### config.mk
export PLATFORM = sky130hd
export DESIGN_NAME = alarm_match_module
export DESIGN_NICKNAME = d
export VERILOG_FILES = /design/src/rtl/alarm_pkg.sv /design/src/rtl/alarm_day_mux.sv /design/src/rtl/alarm_match_module.sv
export SDC_FILE = /design/constraint.sdc
export NUM_CORES = 1
export LEC_CHECK = 0
export ABC_AREA = 1
export CAP_MARGIN = 30
export CORE_UTILIZATION = 35
export DETAILED_ROUTE_END_ITERATION = 8
export HOLD_SLACK_MARGIN = 0.1
export PLACE_DENSITY = 0.77
export SETUP_SLACK_MARGIN = 0.15
export SLEW_MARGIN = 20
export SYNTH_ARGS = -nofsm -noshare
export SYNTH_HDL_FRONTEND = slang
export SYNTH_SLANG_ARGS = --single-unit
### constraint.sdc
create_clock -name Clk -period 2.7 [get_ports Clk]
set_clock_uncertainty 0.15 [all_clocks]
set_input_delay 0.54 -clock Clk [delete_from_list [all_inputs] [get_ports Clk]]
set_output_delay 0.54 -clock Clk [all_outputs]
set_load 0.005 [all_outputs]
### src/rtl/alarm_pkg.sv
// Shared constants for the alarm matcher: FSM encoding and BCD word layout.
// Snooze support is built only when ALARM_SNOOZE_EN is defined.
package alarm_pkg;

  localparam int WORD_W = 13;

  localparam logic [1:0] ST_IDLE   = 2'd0;
  localparam logic [1:0] ST_RING   = 2'd1;
  localparam logic [1:0] ST_SNOOZE = 2'd2;

  localparam int HT_MSB = 12;
  localparam int HT_LSB = 11;
  localparam int HU_MSB = 10;
  localparam int HU_LSB = 7;
  localparam int MT_MSB = 6;
  localparam int MT_LSB = 4;
  localparam int MU_MSB = 3;
  localparam int MU_LSB = 0;

  localparam logic [1:0] DISABLED_HT = 2'b11;
  localparam logic [WORD_W-1:0] DISABLED_WORD = {DISABLED_HT, 11'd0};

  function automatic logic word_enabled(input logic [WORD_W-1:0] w);
    return w[HT_MSB:HT_LSB] != DISABLED_HT;
  endfunction

endpackage

### src/rtl/alarm_day_mux.sv
// Selects the stored alarm word for the current day.
// Day 7 is not a real day and yields a disabled word.
module alarm_day_mux
  import alarm_pkg::*;
(
  input  logic [WORD_W-1:0] Q_r0,
  input  logic [WORD_W-1:0] Q_r1,
  input  logic [WORD_W-1:0] Q_r2,
  input  logic [WORD_W-1:0] Q_r3,
  input  logic [WORD_W-1:0] Q_r4,
  input  logic [WORD_W-1:0] Q_r5,
  input  logic [WORD_W-1:0] Q_r6,
  input  logic [2:0]        day,
  output logic [WORD_W-1:0] sel_word
);

  always_comb begin
    sel_word = DISABLED_WORD;
    unique case (day)
      3'd0: sel_word = Q_r0;
      3'd1: sel_word = Q_r1;
      3'd2: sel_word = Q_r2;
      3'd3: sel_word = Q_r3;
      3'd4: sel_word = Q_r4;
      3'd5: sel_word = Q_r5;
      3'd6: sel_word = Q_r6;
      3'd7: sel_word = DISABLED_WORD;
    endcase
  end

endmodule

### src/rtl/alarm_match_module.sv
// Alarm matcher with ring timeout and optional snooze.
// Snooze logic is present only when ALARM_SNOOZE_EN is defined.
module alarm_match_module
  import alarm_pkg::*;
#(
  parameter int SNOOZE_MIN   = 5,
  parameter int RING_TIMEOUT = 10,
  parameter int MAX_SNOOZE   = 3
) (
  input  logic              Clk,
  input  logic              Clr,
  input  logic [WORD_W-1:0] Q_r0,
  input  logic [WORD_W-1:0] Q_r1,
  input  logic [WORD_W-1:0] Q_r2,
  input  logic [WORD_W-1:0] Q_r3,
  input  logic [WORD_W-1:0] Q_r4,
  input  logic [WORD_W-1:0] Q_r5,
  input  logic [WORD_W-1:0] Q_r6,
  input  logic [2:0]        day,
  input  logic [WORD_W-1:0] now,
  input  logic              min_tick,
  input  logic              ack,
  input  logic              snooze,
  output logic              ring,
  output logic [1:0]        state,
  output logic [1:0]        snooze_cnt
);

  localparam logic [3:0] RING_TO = 4'(RING_TIMEOUT);

  logic [WORD_W-1:0] sel_word;
  logic              match;
  logic [1:0]        state_d, state_q;
  logic [3:0]        cnt_d, cnt_q;
  logic              ring_d, ring_q;

  alarm_day_mux u_mux (
    .Q_r0     (Q_r0),
    .Q_r1     (Q_r1),
    .Q_r2     (Q_r2),
    .Q_r3     (Q_r3),
    .Q_r4     (Q_r4),
    .Q_r5     (Q_r5),
    .Q_r6     (Q_r6),
    .day      (day),
    .sel_word (sel_word)
  );

  assign match = min_tick & word_enabled(sel_word)
               & (sel_word == now);

`ifdef ALARM_SNOOZE_EN
  localparam logic [3:0] SNZ_LOAD = 4'(SNOOZE_MIN);
  localparam logic [1:0] SNZ_MAX  = 2'(MAX_SNOOZE);

  logic [1:0] snz_d, snz_q;
  logic       snz_go;

  assign snz_go = snooze & (snz_q < SNZ_MAX);
`else
  logic unused_snooze;
  assign unused_snooze = snooze;
`endif

  always_comb begin
    state_d = state_q;
    cnt_d   = cnt_q;
`ifdef ALARM_SNOOZE_EN
    snz_d   = snz_q;
`endif
    unique case (state_q)
      ST_IDLE: begin
        if (match) begin
          state_d = ST_RING;
          cnt_d   = 4'd0;
`ifdef ALARM_SNOOZE_EN
          snz_d   = 2'd0;
`endif
        end
      end
      ST_RING: begin
        if (ack) begin
          state_d = ST_IDLE;
          cnt_d   = 4'd0;
`ifdef ALARM_SNOOZE_EN
        end else if (snz_go) begin
          state_d = ST_SNOOZE;
          snz_d   = snz_q + 2'd1;
          cnt_d   = SNZ_LOAD;
`endif
        end else if (min_tick) begin
          cnt_d = cnt_q + 4'd1;
          if (cnt_d == RING_TO) begin
            state_d = ST_IDLE;
            cnt_d   = 4'd0;
          end
        end
      end
      ST_SNOOZE: begin
        if (ack) begin
          state_d = ST_IDLE;
          cnt_d   = 4'd0;
        end else if (min_tick) begin
          // <=1 also covers a zero count from a corrupted load
          if (cnt_q <= 4'd1) begin
            state_d = ST_RING;
            cnt_d   = 4'd0;
          end else begin
            cnt_d = cnt_q - 4'd1;
          end
        end
      end
      default: begin
        state_d = ST_IDLE;
        cnt_d   = 4'd0;
      end
    endcase
    ring_d = (state_d == ST_RING);
  end

  always_ff @(posedge Clk or posedge Clr) begin
    if (Clr) begin
      state_q <= ST_IDLE;
      cnt_q   <= 4'd0;
      ring_q  <= 1'b0;
    end else begin
      state_q <= state_d;
      cnt_q   <= cnt_d;
      ring_q  <= ring_d;
    end
  end

`ifdef ALARM_SNOOZE_EN
  always_ff @(posedge Clk or posedge Clr) begin
    if (Clr) snz_q <= 2'd0;
    else     snz_q <= snz_d;
  end
  assign snooze_cnt = snz_q;
`else
  assign snooze_cnt = 2'd0;
`endif

  assign ring  = ring_q;
  assign state = state_q;

endmodule

# Word-level counts from Yosys, hierarchy flattened
# Cells that the tools add are included.
word_totals:
  out_inout_bits: 5
  reg_bits: 7
op_classes:
  n_reduce_logical: 3
  add_sub_neg: 2
  bitwise: 2
  n_lt_le_gt_ge: 1
  n_eq_ne: 16
  n_mux: 17
ops:
  columns: ["op", "count"]
  rows:
  - ["$pmux 13 s8", 1]
  - ["$mux 4", 7]
  - ["$mux 2", 7]
  - ["$eq 13x13->1", 1]
  - ["$eq 3x3->1 const B", 4]
  - ["$pmux 4 s3", 1]
  - ["$eq 3x2->1 const B", 2]
  - ["$ne 3x3->1 const B", 2]
  - ["$pmux 2 s3", 1]
  - ["$add 4x1->4 const B", 1]
  - ["$eq 2x1->1 const B", 2]
  - ["$eq 4x4->1 const B", 1]
  - ["$le 4x1->1 const B", 1]
  - ["$ne 2x2->1 const B", 2]
  - ["$sub 4x1->4 const B", 1]
  - ["$eq 3x1->1 const B", 1]
  - ["$logic_not 3->1", 1]
  - ["$reduce_and 3->1", 1]
  - ["$and 1x1->1", 2]
  - ["$eq 2x2->1 const B", 1]
  - ["$logic_not 2->1", 1]

# Depth between registers and ports, before layout
depth:
  ltp_word: 8
  ltp_mapped: 18
  ltp_nobuf: 18

# Cells and area by module
# From an unflattened synthesis, not the netlist that was laid out.
unflattened:
  cells_unflattened: 364
  hier_area_um2: 1896.8
modules_own_cells:
  columns: ["module", "area_each_um2", "cells_each", "seq_area_each_um2", "instances"]
  rows:
  - ["alarm_day_mux", 959.7, 209, 0.0, 1]
  - ["alarm_match_module", 937.1, 155, 175.2, 1]

# Worst setup path before layout
# OpenSTA, ideal clock, no wires.
synth_timing:
  path_kind: "input port to flip-flop"
  start: "input port day[1]"
  end: "register cnt_q[0]"
  path_buffers: 1
  path_stages: 14
  required_time_ns: 2.427
  setup_ns: 0.123
  setup_slack_ns: 0.543
  arrival_time_ns: 1.883
  path_cell_list: "buf_6 > nor2_4 > nand2_2 > or2_2 > nand2_1 > nor2_1 > nor2_1 > nand3_1 > nor2_1 > nand2_2 > nand2_4 > nand2_4 > nand2_1 > o21ai_2"
synth_between:
  elab_chain_cells: 7
  elab_cells_between_ends: 15
  cone_classes: "eq/ne (10); mux (1); bitwise (2); reduce/logical (2)"
synth_lines:
  columns: ["element", "line_no", "text"]
  rows:
  - ["start, declared", "alarm_match_module.sv:19", "input logic [2:0] day,"]
  - ["$eq 3x3->1 (tied with other cells)", "alarm_day_mux.sv:19", "unique case (day)"]
  - ["$pmux 13 s8 *", "alarm_day_mux.sv:19", null]
  - ["$ne 2x2->1", "alarm_pkg.sv:24", "return w[HT_MSB:HT_LSB] != DISABLED_HT;"]
  - ["$and 1x1->1", "alarm_match_module.sv:49", "assign match = min_tick & word_enabled(sel_word)"]
  - ["$and 1x1->1 *", "alarm_match_module.sv:50", "& (sel_word == now);"]
  - ["$ne 2x2->1 (no line) *", null, null]
  - ["$reduce_and 3->1 (no line) *", null, null]
  - ["end signal, assigned", "alarm_match_module.sv:128", "cnt_q <= cnt_d;"]
  - ["end, declared", "alarm_match_module.sv:34", "logic [3:0] cnt_d, cnt_q;"]
# Mark *: on every way between the ends. The rest lies on a longest branch, timed or not.
# A chain may end at the register's enable or synchronous reset.

# Worst setup path in the final report
layout_timing:
  start: "input port Q_r5[5]"
  end: "register cnt_q[0]"
layout_between:
  elab_chain_cells: 5
layout_lines:
  columns: ["element", "line_no", "text"]
  rows:
  - ["start, declared", "alarm_match_module.sv:17", "input logic [WORD_W-1:0] Q_r5,"]
  - ["$pmux 13 s8", "alarm_day_mux.sv:19", null]
  - ["$eq 13x13->1", "alarm_match_module.sv:50", null]
  - ["$and 1x1->1", "alarm_match_module.sv:50", null]
  - ["$ne 2x2->1 (no line)", null, null]
  - ["$reduce_and 3->1 (no line)", null, null]
# Every way passes these cells.

==> impl_metrics.json <==
{
  "synth-seq-cells": 7,
  "final_cell_area_um2": 3200,
  "antennaDiodeCount": 0,
  "required_ns": 2.66,
  "fmax_mhz": 445,
  "io_buffers": 113,
  "cts_tree": "done",
  "hold_buffers": 0,
  "core_area_um2": 5170,
  "clock-root-buffer": "clkbuf_8",
  "crit_fanout": 6,
  "remaining_drc_errors": 0,
  "yosysWarnings": 0,
  "syn_avg_cell_area_um2": 5.46,
  "cts_buffers": 3,
  "synthXorXnorAreaFrac_pct": 1.84,
  "die_h_um": 75.8,
  "grt_max_degree": 20,
  "antenna_found_initial": 0,
  "yosysUniqueCellTypes": 31,
  "synth_area_um2": 1910,
  "hold_ws_ns": 0.416,
  "wl_per_cell_um": 13.9,
  "drtIter0Drc": 167,
  "period_share_pct": 83.3,
  "period_needed_ns": 2.25,
  "max_cap_viol_count": 0,
  "async_flop_share_pct": 100,
  "r2r_slack_ns": 0.69,
  "grt_pass1_wl_um": 11500,
  "placed_area_um2": 3170,
  "grt-ovfl-total": 0,
  "htree_levels": 1,
  "crit_buf_inv": 1,
  "nFillCells": 503,
  "layout_commonest_cell": "clkdlybuf4s50_1",
  "synth_flop_cell": "dfrtp_1",
  "dr.pass1.iters": 4,
  "setup_viol": 0,
  "io_pins": 117,
  "worst_setup_path_end_kind": "flip-flop",
  "synth_mux_area_share_pct": 0,
  "synthAdderAreaFrac_pct": 5.25,
  "vias": 2725,
  "path_clk_slew_ns": 0.04,
  "cts_sinks": 7,
  "gp_congestion": 0.953,
  "crit_family": "simple AND/OR/NAND/NOR gates",
  "die-area_um2": 5740,
  "start_util_pct": 36.8,
  "finish.utilization_pct": 61.9,
  "clock_latency_ns": 0.23,
  "crit_slowest_cell": "clkdlybuf4s50_1",
  "path_class": "in -> reg",
  "p_per_area_nw_per_um2": 199,
  "routed_wl_um": 7470,
  "first_global_vias": 2500,
  "die_w_um": 75.8,
  "rows": 26,
  "crit_arrival_ns": 2.21,
  "grtUsageTotal_pct": 26.5,
  "cp_common_cell": "nand2_1",
  "synth-compound-area-share_pct": 5.84,
  "cpPeakStageDelay_ns": 0.42,
  "ant_nets": 0,
  "dp_hpwl_um": 6190,
  "setup_tns_ns": 0,
  "synth_top_family_by_area": "simple AND/OR/NAND/NOR gates",
  "crit_path_start_kind": "input pin",
  "max-vdd-ir-drop_mv": 0.154,
  "crit_chain": "clkdlybuf4s50_1, nand4_1, nand2_1, nor2_1, nand3_1, nand2_1, nand2_1, nor2_1, nand3_1, nor2_1, nand2_2, nand2_4, nand2_4, nand2_1, o21ai_2",
  "viasPerCell": 5.07,
  "status": "complete, no violations",
  "power_leakage_nw": 1.58,
  "yosys.area_share.simple_pct": 59.6,
  "final_nets": 589,
  "seq_area_frac_synth_pct": 9.19,
  "maxSlewViolCount": 0,
  "layout_common_cells": "clkdlybuf4s50_1, nand2_1, nor2_1, inv_1, nand4_1",
  "min_path_type": "reg -> reg",
  "rsz0062_at_grt": "false",
  "synth_cells": 349,
  "layout-drive-gt1-share_pct": 9.62,
  "synth_edf_count": 0,
  "cts_buffer_depth": 2,
  "finalHoldViolCount": 0,
  "syn_to_final_growth_pct": 68.2
}
==> flip-flops by register name, indices dropped and copies added (netlist names) <==
signal / cells
cnt_q: 4
ring: 1
state: 2
==> synth_stat cells (2+ instances only) <==
library cell | n | area, µm²
nand2_2 | 2 | 12.5
o21ai_1 | 6 | 30.0
nand3_1 | 40 | 200
inv_2 | 6 | 22.5
buf_6 | 7 | 78.8
nand3b_1 | 4 | 30.0
buf_2 | 5 | 25.0
dfrtp_1 | 7 | 175
or2_2 | 2 | 12.5
nand2_4 | 2 | 22.5
clkbuf_1 | 2 | 7.51
nand3_4 | 2 | 35.0
inv_1 | 48 | 180
o21ai_0 | 5 | 25.0
o21ai_2 | 2 | 17.5
buf_4 | 4 | 30.0
nand2_1 | 82 | 308
nor2_1 | 57 | 214
nand4_1 | 43 | 269
ha_1 | 8 | 100
a21oi_1 | 3 | 15.0
xor2_1 | 3 | 26.3
==> worst reg2reg max path, stage by stage, from the launching register on <==
cell and delay, ns:
dfrtp_1 0.49, inv_1 0.08, ha_1 0.22, o21ai_0 0.34, inv_1 0.07, nor2_1 0.19
nand2_1 0.07, a21oi_1 0.15, nand3_1 0.10, nand2_1 0.09
==> where the power goes <==
group	total [mW]	internal [mW]	leakage [nW]	switching, mW
combinational	0.383	0.219	1.46	0.164
sequential	0.107	0.107	0.0978	0.000806
clock	0.148	0.102	0.0228	0.0457
==> stage by stage <==
stage,instances,setup slack (ns),power (mW)
after floorplan,350,0.543,0.274
after global placement,534,-0.245,0.482
after detailed placement,534,-0.275,0.488
after CTS,538,0.234,0.640
after global routing,538,0.174,0.688
final,538,0.452,0.638
==> logic make-up after synthesis <==
| kind of cell | count (synthesis) |
|---|---|
| other cells | 1 |
| flops | 7 |
| compound gates | 19 |
| fa+ha+maj | 8 |
| simple gates | 238 |
| xor+xnor | 4 |
| buf+inv | 72 |
==> area by class of cell <==
class	instances	area (µm²)	share of cell area, %
clock buffers	4	45.0	1.41
inverters	54	208	6.48
well taps	70	87.6	2.73
repair buffers	132	1300	40.5
multi-input cells	271	1390	43.5
flip-flops and latches	7	175	5.47
==> repair_timing <==
item / CTS / global route
cloned: 0 / 0
setup buffers: 0 / 0
endpoints found under the setup margin: 7 / 7
resized for setup: 7 / 6
==> final timing paths <==
kind / from / end / cells after the start
min in group asynchronous: Clr / state[0] / 2
setup / recovery: Q_r5[5] / cnt_q[0] / 15
hold reg to reg: cnt_q[3] / cnt_q[3] / 2
max in group asynchronous: Clr / cnt_q[2] / 2
setup reg to reg: cnt_q[0] / cnt_q[2] / 9
hold / removal: cnt_q[3] / cnt_q[3] / 2
==> per-layer routing <==
layer  vias to the layer above  routed length, µm  global-route usage [%]
met2                       123               3600                    48.6
met3                        24                545                    5.16
met1                      1198               3060                    30.3
met4                         0                267                    9.67
met5                         -                  0                       0
li1                       1380                  -                       -
No activity file was read; power rests on OpenSTA's default activity.
